[config.mk]
export PLATFORM = sky130hd
export DESIGN_NAME = input_queue
export DESIGN_NICKNAME = d
export VERILOG_FILES = /design/src/rtl/debouncer.sv /design/src/rtl/input_queue.sv
export SDC_FILE = /design/constraint.sdc
export NUM_CORES = 1
export LEC_CHECK = 0
export BUFFER_PORTS_ARGS = -buffer_cell sky130_fd_sc_hd__buf_2
export CAP_MARGIN = 5
export CORE_MARGIN = 4
export CORE_UTILIZATION = 50
export CTS_CLUSTER_SIZE = 24
export DETAILED_ROUTE_END_ITERATION = 12
export GPL_ROUTABILITY_DRIVEN = 0
export GPL_TIMING_DRIVEN = 0
export PLACE_DENSITY = 0.66
export SETUP_SLACK_MARGIN = 0.2
export SLEW_MARGIN = 20
export SYNTH_ARGS = -nofsm -noshare
export SYNTH_HDL_FRONTEND = slang
export SYNTH_SLANG_ARGS = --single-unit
[constraint.sdc]
create_clock -name clk -period 4.8 [get_ports clk]
set_input_delay 0.48 -clock clk [delete_from_list [all_inputs] [get_ports clk]]
set_output_delay 0.48 -clock clk [all_outputs]
set_load 0.005 [all_outputs]
[src/rtl/debouncer.sv]
// Two-flop synchronizer followed by a stable-level debouncer.
// The accepted level only changes after the synchronized input has differed
// from it for CYCLES consecutive clock edges. Any bounce back restarts the count.
// 'rise' pulses on the same edge where 'level' goes 0->1.
module debouncer #(
    parameter int CYCLES = 500_000
) (
    input  logic clk,
    input  logic rst,
    input  logic in,
    output logic level,
    output logic rise
);

    localparam int CNT_W = $clog2(CYCLES);
    localparam logic [CNT_W-1:0] CNT_LAST = CNT_W'(CYCLES - 1);

    logic sync1;
    logic sync2;
    logic [CNT_W-1:0] cnt;

    // Bring the raw asynchronous input into the clock domain.
    always_ff @(posedge clk) begin
        if (rst) begin
            sync1 <= 1'b0;
            sync2 <= 1'b0;
        end else begin
            sync1 <= in;
            sync2 <= sync1;
        end
    end

    // Count consecutive cycles of disagreement and accept the new level on the last one.
    always_ff @(posedge clk) begin
        if (rst) begin
            level <= 1'b0;
            cnt   <= '0;
        end else if (sync2 == level) begin
            cnt <= '0;
        end else if (cnt == CNT_LAST) begin
            level <= sync2;
            cnt   <= '0;
        end else begin
            cnt <= cnt + 1'b1;
        end
    end

    assign rise = sync2 && !level && (cnt == CNT_LAST);

endmodule

[src/rtl/input_queue.sv]
// Operator input queue: a debounced key press captures the synchronized
// switches into a first-word-fall-through FIFO that the CPU drains with rd.
module input_queue #(
    parameter int IN_WIDTH        = 4,
    parameter int DATA_WIDTH      = 16,
    parameter int DEPTH           = 8,
    parameter int DEBOUNCE_CYCLES = 500_000
) (
    input  logic                       clk,
    input  logic                       rst,
    input  logic                       key_n,
    input  logic [IN_WIDTH-1:0]        sw,
    input  logic                       rd,
    output logic [DATA_WIDTH-1:0]      out,
    output logic                       valid,
    output logic                       full,
    output logic [$clog2(DEPTH):0]     count,
    output logic                       overflow
);

    localparam int PTR_W = $clog2(DEPTH);
    localparam int CNT_W = PTR_W + 1;

    logic                  key_pressed;
    logic                  key_level;
    logic                  press;
    logic [IN_WIDTH-1:0]   sw_sync1;
    logic [IN_WIDTH-1:0]   sw_s;
    logic [DATA_WIDTH-1:0] mem [DEPTH];
    logic [PTR_W-1:0]      wr_ptr;
    logic [PTR_W-1:0]      rd_ptr;
    logic [PTR_W-1:0]      rd_ptr_next;
    logic [CNT_W-1:0]      count_next;
    logic [DATA_WIDTH-1:0] write_data;
    logic [DATA_WIDTH-1:0] head_next;
    logic                  pop;
    logic                  push;

    assign key_pressed = ~key_n;

    debouncer #(
        .CYCLES(DEBOUNCE_CYCLES)
    ) u_key (
        .clk  (clk),
        .rst  (rst),
        .in   (key_pressed),
        .level(key_level),
        .rise (press)
    );

    // Synchronize the switches so the captured value is never metastable.
    always_ff @(posedge clk) begin
        if (rst) begin
            sw_sync1 <= '0;
            sw_s     <= '0;
        end else begin
            sw_sync1 <= sw;
            sw_s     <= sw_sync1;
        end
    end

    // Decide push/pop and work out the head the FIFO will present after this edge.
    always_comb begin
        pop         = rd && valid;
        push        = press && (!full || pop);
        write_data  = DATA_WIDTH'(sw_s);
        rd_ptr_next = rd_ptr + PTR_W'(pop);
        count_next  = count + CNT_W'(push) - CNT_W'(pop);
        head_next   = '0;
        if (count_next != '0) begin
            if (push && (wr_ptr == rd_ptr_next)) begin
                head_next = write_data;
            end else begin
                head_next = mem[rd_ptr_next];
            end
        end
    end

    // Storage array; contents need no reset because count guards every read.
    always_ff @(posedge clk) begin
        if (push) begin
            mem[wr_ptr] <= write_data;
        end
    end

    // Pointers, occupancy, registered head and the sticky overflow flag.
    always_ff @(posedge clk) begin
        if (rst) begin
            wr_ptr   <= '0;
            rd_ptr   <= '0;
            count    <= '0;
            out      <= '0;
            overflow <= 1'b0;
        end else begin
            if (push) begin
                wr_ptr <= wr_ptr + 1'b1;
            end
            rd_ptr <= rd_ptr_next;
            count  <= count_next;
            out    <= head_next;
            if (press && full && !pop) begin
                overflow <= 1'b1;
            end
        end
    end

    assign valid = (count != '0);
    assign full  = (count == CNT_W'(DEPTH));

endmodule

==> flow_metrics.py, run 1 <==
metrics = {
    "clock_tree": {
        "cts_buffers": 9,
        "cts.sinks": 77,
        "clk_pin_slew_ns": 0.08,
        "cts-root-buf": "clkbuf_8",
        "cts_max_level": 3,
        "insertion_delay_ns": 0.35,
        "post_cts_resized": 0,
        "cts_tree": "built",
        "postCtsSetupBuffers": 0,
        "cts_buffer_depth": 2,
        "cts_hold_buf": 0,
    },
    "power": {
        "p_switching_uw": 486.2,
        "power.total_mw": 1.706,
        "pwr_density_cell_nw_per_um2": 441.6,
        "pwr-share-seq_pct": 43.0,
        "power_frac_comb_pct": 25.4,
        "leakagePower_nw": 1.431,
        "swShare_pct": 28.50,
        "pwr-share-clk_pct": 31.5,
        "intPower_mw": 1.220,
        "ir_drop_uv": 171.1,
    },
    "synth": {
        "synth_top_area_share_pct": 28.11,
        "synth_most_common_cell": "dfxtp_1",
        "yosys.cell_types.count": 47,
        "synth-seq-cells": 77,
        "syn_area_per_cell_um2": 11.71,
        "synth.cell_area_um2": 3418,
        "synth.yosys.seq_area_share_pct": 54.47,
        "synthTopCellsByCount": "45 x dfxtp_1, 32 x edfxtp_1, 21 x nor2_1",
        "synth_area_leaders": "edfxtp_1 28%, dfxtp_1 26%, mux4_2 5.3%",
        "ys_warn_count": 0,
        "synth_ff_type": "dfxtp_1",
        "syn_inst": 292,
        "synth-edff-count": 32,
        "async_flop_share_pct": 0,
        "yosysTopAreaCell": "edfxtp_1",
    },
    "setup_path": {
        "crit_start": "u_key.cnt[7]$_SDFF_PP0_",
        "reg2reg_depth": 12,
        "endpoint_kind": "flop",
        "reg2reg_to": "out[2]$_SDFF_PP0_",
        "regToRegSetupSlack_ns": 1.38,
        "arrival_ns": 3.68,
        "r2r-start": "u_key.cnt[7]$_SDFF_PP0_",
        "cp_max_fo": 7,
        "critical_path_class": "reg -> reg",
        "start_kind": "flop",
        "crit_required_ns": 5.06,
    },
    "hold_path": {
        "holdPathStages": 2,
        "hp-class": "in -> reg",
        "worstHoldStart": "key_n",
        "min_to": "u_key.sync1$_SDFF_PP0_",
    },
    "grt": {
        "grt_pass1_vias": 2044,
        "overflow": 0,
        "grt_max_degree": 15,
        "grt_pass1_wl_um": 9949,
        "grt_usage_pct": 15.50,
        "antenna_found_initial": 0,
    },
    "finish": {
        "fin_nets": 350,
        "drive_gt1_share_pct": 20.54,
        "final_util_pct": 59.49,
        "diodes": 0,
        "stdcell_area_um2": 3864,
        "post_layout_nonfiller_instances": 413,
        "syn2layout_area_growth_pct": 13.03,
    },
    "sta": {
        "rsz0062_at_grt": "no",
        "drv_slew": 0,
        "min_period_ns": 3.423,
        "fin_tns_setup_ns": 0,
        "worst_slew_pin_slew_ns": 0.9969,
        "hold_viol_final": 0,
        "timing.final.crit_share_pct": 71.32,
        "relSlewSlack_pct": 32.93,
        "hold_ws_ns": 0.2740,
        "finClkSkew_ns": 0.01116,
        "setup_slack_ns": 1.377,
        "clock.fmax_mhz": 292.1,
        "final-setup-viol-count": 0,
    },
    "detailed_routing": {
        "vias_per_cell": 5.278,
        "first_pass_iters": 4,
        "drc": 0,
        "via_count": 2180,
        "ant_nets": 0,
        "routed_wl_um": 6008,
        "first_iter_violations": 157,
        "wl_per_cell_um": 14.55,
    },
    "placement": {
        "dp.cells": 397,
        "portBuffers": 17,
        "dpl.hpwl_um": 4298,
        "place_ws_ns": 1.400,
        "placed_area_um2": 3641,
    },
    "outcome": {
        "outcome": "finished, final reports clean",
    },
    "job": {
        "drv_cap": 0,
    },
    "floorplanning": {
        "core_um2": 6495,
        "die_h_um": 90.69,
        "num_rows": 29,
        "die_x_um": 90.69,
        "start_util_pct": 52.63,
        "die-area_um2": 8224,
        "io_pins": 31,
    },
}
layout make-up:
class	count	area [um^2]
Buffer	23	137.6
Clock inverter	7	98.84
Timing Repair Buffer	17	85.08
Fill cell	539	2631
Inverter	16	60.06
Clock buffer	9	123.9
Sequential cell	77	1862
Tap cell	77	96.34
Multi-Input combinational cell	187	1400
worst max path at each step:
| stage | to | slack, ns |
|---|---|---|
| 6_report | out[2]$_SDFF_PP0_ | 1.38 |
| 5_1_grt | out[3]$_SDFF_PP0_ | 1.08 |
| 4_1_cts | out[1]$_SDFF_PP0_ | 1.37 |
| 3_5_place_dp | out[1]$_SDFF_PP0_ | 1.40 |
| 3_3_place_gp | out[1]$_SDFF_PP0_ | 1.43 |
| 2_1_floorplan | out[0]$_SDFF_PP0_ | 1.80 |
placed cells by master (no fill, tap or decap), drive strengths merged, types with 6 or more instances in the layout:
| master | count |
|---|---|
| nor3 | 6 |
| inv | 17 |
| a21oi | 8 |
| ha | 10 |
| nand3 | 9 |
| clkbuf | 16 |
| xor2 | 8 |
| nor4 | 9 |
| nor2b | 15 |
| dfxtp | 45 |
| xnor2 | 8 |
| nand2 | 8 |
| mux4 | 8 |
| nand4 | 6 |
| edfxtp | 32 |
| o21ai | 7 |
| conb | 12 |
| buf | 33 |
| nor2 | 21 |
sequential cells by signal, indices dropped and copies added (netlist names):
name,count
count,4
mem,32
out,4
overflow,1
rd_ptr,3
sw_s,4
sw_sync1,4
u_key.cnt,19
u_key.level,1
u_key.sync1,1
u_key.sync2,1
wr_ptr,3
power groups by stage:
stage / sequential [mW] / combinational [mW] / clock, mW
floorplan: 0.749 / 0.326 / 0
global placement: 0.749 / 0.429 / 0
detailed placement: 0.751 / 0.439 / 0
CTS: 0.735 / 0.441 / 0.553
global route: 0.741 / 0.493 / 0.589
finish: 0.734 / 0.434 / 0.538
per-layer routing:
metal | vias up | track usage, % | routed length, um
met4 | 0 | 6.505 | 68
met2 | 48 | 22.54 | 2671
met5 | - | 0 | 0
met1 | 1008 | 22.04 | 3015
met3 | 6 | 3.750 | 252
li1 | 1118 | - | -
kinds of logic after synthesis:
logic type / count (synthesis) / synth area share (%)
compound gates: 32 / 6.222
buf+inv: 39 / 5.783
other cells: 1 / 0.1097
mux: 14 / 7.211
fa+ha+maj: 11 / 4.246
simple gates: 101 / 17.17
xor+xnor: 17 / 4.795
flops: 77 / 54.47
critical path, stage by stage (launching register included):
cell and delay [ns]:
dfxtp_1 0.30, clkbuf_2 0.16, nor4b_1 0.31, nand4_1 0.28, or4_1 0.52, clkbuf_1 0.20
o21ai_0 0.20, ha_1 0.20, inv_1 0.06, fa_1 0.45, nor2b_1 0.15, a41o_1 0.28
a311oi_1 0.23
Power figures use the tool's default switching activity.
==> run 2, diff against run 1 <==
--- a/config.mk
+++ b/config.mk
@@ -13,7 +13,7 @@
 export DETAILED_ROUTE_END_ITERATION = 12
 export GPL_ROUTABILITY_DRIVEN = 0
 export GPL_TIMING_DRIVEN = 0
-export PLACE_DENSITY = 0.66
+export PLACE_DENSITY = 0.69
 export SETUP_SLACK_MARGIN = 0.2
 export SLEW_MARGIN = 20
 export SYNTH_ARGS = -nofsm -noshare
==> constraint.sdc (replaced) <==
create_clock -name clk -period 3.1 [get_ports clk]
set_input_delay 0.31 -clock clk [delete_from_list [all_inputs] [get_ports clk]]
set_output_delay 0.31 -clock clk [all_outputs]
set_load 0.005 [all_outputs]
==> flow_metrics.py, run 2 (same netlist as run 1, synthesis figures left out) <==
metrics = {
    "outcome": {
        "outcome": "finished, final reports clean",
    },
    "power": {
        "pwr_density_cell_nw_per_um2": 668.0,
        "ir_drop_uv": 326.8,
        "leakagePower_nw": 1.485,
    },
    "sta": {
        "relSlewSlack_pct": 31.78,
        "worst_slew_pin_slew_ns": 1.014,
        "hold_viol_final": 0,
        "final-setup-viol-count": 0,
        "rsz0062_at_grt": "yes",
        "finClkSkew_ns": 0.008760,
        "fin_tns_setup_ns": 0,
        "hold_ws_ns": 0.1034,
        "min_period_ns": 3.071,
        "timing.final.crit_share_pct": 99.06,
        "clock.fmax_mhz": 325.7,
        "drv_slew": 0,
        "setup_slack_ns": 0.02929,
    },
    "finish": {
        "stdcell_area_um2": 4058,
        "diodes": 0,
        "syn2layout_area_growth_pct": 18.70,
        "drive_gt1_share_pct": 29.82,
        "fin_nets": 356,
        "regMostFlops": "mem",
        "fillers": 536,
        "mostFrequentLayoutCells": "41 x dfxtp_1, 32 x edfxtp_1, 21 x nor2_1, 21 x buf_2, 18 x buf_4",
        "reg_top3": "mem x32, u_key.cnt x19",
        "final_common_cell": "dfxtp_1",
        "final_util_pct": 62.47,
        "largest_reg_flops": 32,
    },
    "detailed_routing": {
        "first_pass_iters": 4,
        "via_count": 2270,
        "wl_per_cell_um": 14.85,
        "first_iter_violations": 112,
        "vias_per_cell": 5.418,
        "drc": 0,
        "routed_wl_um": 6224,
        "ant_nets": 0,
    },
    "clock_tree": {
        "cts_buffer_depth": 2,
        "cts_tree": "built",
        "cts_max_level": 3,
        "clk_pin_slew_ns": 0.08,
        "cts_buffers": 9,
        "cts_hold_buf": 0,
        "insertion_delay_ns": 0.35,
        "cts.sinks": 77,
        "cts-root-buf": "clkbuf_8",
    },
    "grt": {
        "use_met2_pct": 23.84,
        "top_usage_layer": "met2",
        "grt_use_met3_pct": 3.750,
        "grt_max_degree": 14,
        "grtUsageMet1_pct": 21.94,
        "grt_pass1_vias": 2145,
        "antenna_found_initial": 0,
        "grt_usage_pct": 16.13,
        "grt_pass1_wl_um": 10420,
        "overflow": 0,
    },
    "hold_path": {
        "hp-class": "in -> reg",
        "holdPathStages": 2,
        "worstHoldStart": "key_n",
        "min_to": "u_key.sync1$_SDFF_PP0_",
    },
    "placement": {
        "dpl.hpwl_um": 4238,
        "portBuffers": 17,
        "placed_area_um2": 3679,
        "place_ws_ns": -0.1699,
    },
    "setup_path": {
        "endpoint_kind": "flop",
        "reg2reg_to": "out[0]$_SDFF_PP0_",
        "cp_top_family": "simple AND/OR/NAND/NOR gates",
        "slowest_stage": "or4_1",
        "regToRegSetupSlack_ns": 0.03,
        "critical_path_class": "reg -> reg",
        "critPathMaxStageDelay_ns": 0.47,
        "path_cells": "inv_4 > ha_4 > nor3b_4 > and2_4 > or4_1 > clkbuf_8 > o21ai_2 > ha_2 > inv_2 > fa_1 > nor2b_1 > a41o_2 > a311oi_2",
        "crit_required_ns": 3.35,
        "reg2reg_depth": 13,
        "r2r-start": "count[2]$_SDFF_PP0_",
        "arrival_ns": 3.32,
        "critPathBufInv": 3,
        "start_kind": "flop",
        "cp_max_fo": 4,
    },
    "floorplanning": {
        "core_um2": 6495,
        "die-area_um2": 8224,
        "num_rows": 29,
        "start_util_pct": 52.63,
        "die_h_um": 90.69,
        "die_x_um": 90.69,
        "io_pins": 31,
    },
    "job": {
        "drv_cap": 0,
    },
}
## run 2: timing repair
action | in CTS | in global routing
setup buffers | 4 | 2
gates resized for setup | 19 | 11
endpoints found under the setup margin | 8 | 12
pin swaps | 9 | 9
gates cloned | 0 | 0
## run 2: power by group
group	leakage, nW	switching, mW	internal [mW]	total, mW
logic	0.701	0.398	0.423	0.821
registers	0.692	0.0478	1.11	1.15
clock network	0.0923	0.365	0.370	0.735
## run 2: worst register-to-register path, stage by stage, from the launching register on
cell and delay [ns]:
dfxtp_2 0.35, inv_4 0.05, ha_4 0.14, nor3b_4 0.16
and2_4 0.17, or4_1 0.47, clkbuf_8 0.15, o21ai_2 0.11
ha_2 0.20, inv_2 0.04, fa_1 0.46, nor2b_1 0.15
a41o_2 0.29, a311oi_2 0.24
## run 2: layout make-up
| cell class | instances | area [um^2] | share of cell area (%) |
|---|---|---|---|
| Clock buffer | 10 | 127.6 | 3.145 |
| Inverter | 16 | 62.56 | 1.542 |
| Clock inverter | 6 | 63.81 | 1.573 |
| Timing Repair Buffer | 23 | 130.1 | 3.207 |
| Tap cell | 77 | 96.34 | 2.374 |
| Multi-Input combinational cell | 187 | 1550 | 38.21 |
| Buffer | 23 | 157.7 | 3.885 |
| Sequential cell | 77 | 1869 | 46.07 |
## run 2: routing by layer
| metal | share of wire [%] | wire [um] | vias up |
|---|---|---|---|
| li1 | - | - | 1131 |
| met1 | 47 | 2954 | 1073 |
| met2 | 46 | 2856 | 52 |
| met3 | 4.5 | 281 | 14 |
| met4 | 2.1 | 130 | 0 |
| met5 | 0 | 0 | - |
## run 2: metrics by stage
step	std cells	total power, mW
finish	419	2.711
global route	419	2.873
CTS	417	2.647
detailed placement	397	1.856
global placement	397	1.846
floorplan	303	1.686
## run 2: worst max path at each step
| stage | start | end | slack [ns] | cells after the start |
|---|---|---|---|---|
| 3_3_place_gp | u_key.cnt[0]$_SDFF_PP0_ | out[0]$_SDFF_PP0_ | -0.10 | 11 |
| 2_1_floorplan | u_key.cnt[0]$_SDFF_PP0_ | out[0]$_SDFF_PP0_ | 0.22 | 11 |
| 3_5_place_dp | u_key.cnt[0]$_SDFF_PP0_ | out[3]$_SDFF_PP0_ | -0.17 | 11 |
| 4_1_cts | u_key.cnt[7]$_SDFF_PP0_ | out[3]$_SDFF_PP0_ | -0.01 | 12 |
| 6_report | count[2]$_SDFF_PP0_ | out[0]$_SDFF_PP0_ | 0.03 | 13 |
| 5_1_grt | count[2]$_SDFF_PP0_ | out[2]$_SDFF_PP0_ | -0.04 | 13 |
==> run 3, diff against run 2 <==
==> constraint.sdc (replaced) <==
create_clock -name clk -period 3.1 [get_ports clk]
set_input_delay 0.465 -clock clk [delete_from_list [all_inputs] [get_ports clk]]
set_output_delay 0.465 -clock clk [all_outputs]
set_load 0.02 [all_outputs]
==> flow_metrics.py, run 3 (same netlist as run 1, synthesis figures left out) <==
metrics = {
    "power": {
        "power.total_mw": 2.818,
        "leakagePower_nw": 1.510,
        "ir_drop_uv": 267.2,
        "pwr_density_cell_nw_per_um2": 686.8,
    },
    "placement": {
        "dp.cells": 397,
        "portBuffers": 17,
        "placed_area_um2": 3670,
        "dpl.hpwl_um": 4301,
    },
    "grt": {
        "grt_pass1_vias": 2123,
        "grt_pass1_wl_um": 10450,
        "antenna_found_initial": 0,
        "grt_max_degree": 13,
        "overflow": 0,
        "grt_usage_pct": 16.05,
    },
    "finish": {
        "post_layout_nonfiller_instances": 422,
        "fillers": 500,
        "stdcell_area_um2": 4103,
        "largest_reg_flops": 32,
        "reg_top3": "mem x32, u_key.cnt x19",
        "drive_gt1_share_pct": 30.72,
        "syn2layout_area_growth_pct": 20.02,
        "regMostFlops": "mem",
        "diodes": 0,
        "mostFrequentLayoutCells": "40 x dfxtp_1, 32 x edfxtp_1, 22 x buf_4",
        "fin_nets": 360,
        "final_common_cell": "dfxtp_1",
    },
    "detailed_routing": {
        "wl_met1_um": 2929,
        "first_iter_violations": 119,
        "first_pass_iters": 4,
        "routed_wl_um": 6185,
        "routed-wl-met3_um": 255,
        "ant_nets": 0,
        "wl_per_cell_um": 14.66,
        "vias_per_cell": 5.289,
        "drc": 0,
        "dr.max_layer_used": "met4",
        "via_count": 2232,
        "wl_met2_um": 2935,
    },
    "floorplanning": {
        "die_x_um": 90.69,
        "num_rows": 29,
        "io_pins": 31,
        "core_um2": 6495,
        "die_h_um": 90.69,
        "start_util_pct": 52.63,
        "die-area_um2": 8224,
    },
    "setup_path": {
        "crit_required_ns": 3.34,
        "slowest_stage": "or4_4",
        "endpoint_kind": "flop",
        "start_kind": "flop",
        "reg2reg_depth": 13,
        "cp_max_fo": 4,
        "critPathBufInv": 3,
        "arrival_ns": 3.29,
        "critPathMaxStageDelay_ns": 0.48,
        "cp_top_family": "simple AND/OR/NAND/NOR gates",
        "regToRegSetupSlack_ns": 0.05,
        "path_cells": "inv_2 > ha_4 > nand2b_4 > and2_4 > or4_4 > buf_8 > o21ai_2 > ha_2 > inv_2 > fa_1 > nor2b_1 > a41o_2 > a311oi_2",
        "path_common_cell": "inv_2",
        "reg2reg_to": "out[2]$_SDFF_PP0_",
        "critical_path_class": "reg -> reg",
        "r2r-start": "count[3]$_SDFF_PP0_",
    },
    "hold_path": {
        "min_to": "u_key.sync1$_SDFF_PP0_",
        "hp-class": "in -> reg",
        "worstHoldStart": "key_n",
        "holdPathStages": 2,
    },
    "clock_tree": {
        "cts_buffer_depth": 2,
        "cts.sinks": 77,
        "clk_pin_slew_ns": 0.08,
        "cts_max_level": 3,
        "insertion_delay_ns": 0.34,
        "cts_buffers": 9,
        "cts-root-buf": "clkbuf_8",
        "cts_tree": "built",
    },
    "sta": {
        "final-setup-viol-count": 0,
        "worst_slew_pin_slew_ns": 1.123,
        "hold_viol_final": 0,
        "finClkSkew_ns": 0.009741,
        "drv_slew": 0,
        "fin_tns_setup_ns": 0,
        "clock.fmax_mhz": 327.9,
        "min_period_ns": 3.050,
        "timing.final.crit_share_pct": 98.37,
        "relSlewSlack_pct": 24.47,
        "rsz0062_at_grt": "yes",
    },
    "job": {
        "drv_cap": 0,
    },
    "outcome": {
        "outcome": "finished, final reports clean",
    },
}
[run 3: repair_timing]
item	4_1_cts	5_1_grt
gates resized for setup	27	8
buffers inserted	6	4
pin swaps	10	6
hold buffers	0	0
setup endpoints to repair	20	12
endpoints found under the hold margin	0	0
[run 3: metrics by stage]
stage	hold WS, ns	setup slack [ns]	util, %
after floorplan	0.4138	0.1674	-
after global placement	0.4185	-0.2072	56.50
after detailed placement	0.4204	-0.2482	56.50
after CTS	0.2603	0.02058	62.20
after global routing	0.2691	-0.04939	63.17
final	0.2742	0.05045	63.17
[run 3: worst max path at each step]
stage	to	cells past startpoint	start	slack, ns
floorplan	out[0]$_SDFF_PP0_	12	u_key.cnt[7]$_SDFF_PP0_	0.17
global placement	out[0]$_SDFF_PP0_	11	u_key.cnt[8]$_SDFF_PP0_	-0.21
detailed placement	out[0]$_SDFF_PP0_	12	u_key.cnt[7]$_SDFF_PP0_	-0.25
CTS	out[0]$_SDFF_PP0_	13	count[2]$_SDFF_PP0_	0.02
global route	out[2]$_SDFF_PP0_	13	count[2]$_SDFF_PP0_	-0.05
finish	out[2]$_SDFF_PP0_	13	count[3]$_SDFF_PP0_	0.05
[run 3: cell type report]
type / count / area [um^2] / area share (%)
Clock buffer: 10 / 127.6 / 3.111
Clock inverter: 5 / 76.32 / 1.860
Buffer: 23 / 152.6 / 3.721
Inverter: 16 / 62.56 / 1.525
Sequential cell: 77 / 1873 / 45.65
Timing Repair Buffer: 27 / 160.2 / 3.904
Multi-Input combinational cell: 187 / 1554 / 37.88
Tap cell: 77 / 96.34 / 2.348
[run 3: layer usage]
metal | vias to the layer above | global-route usage, %
met5 | - | 0
met4 | 0 | 6.122
met3 | 9 | 3.667
met2 | 41 | 24.83
met1 | 1047 | 21.94
li1 | 1135 | -
[run 3: power by group]
part / internal (mW) / switching (mW)
clock: 0.445 / 0.337
combinational: 0.414 / 0.465
sequential: 1.11 / 0.0486
total: 1.97 / 0.851
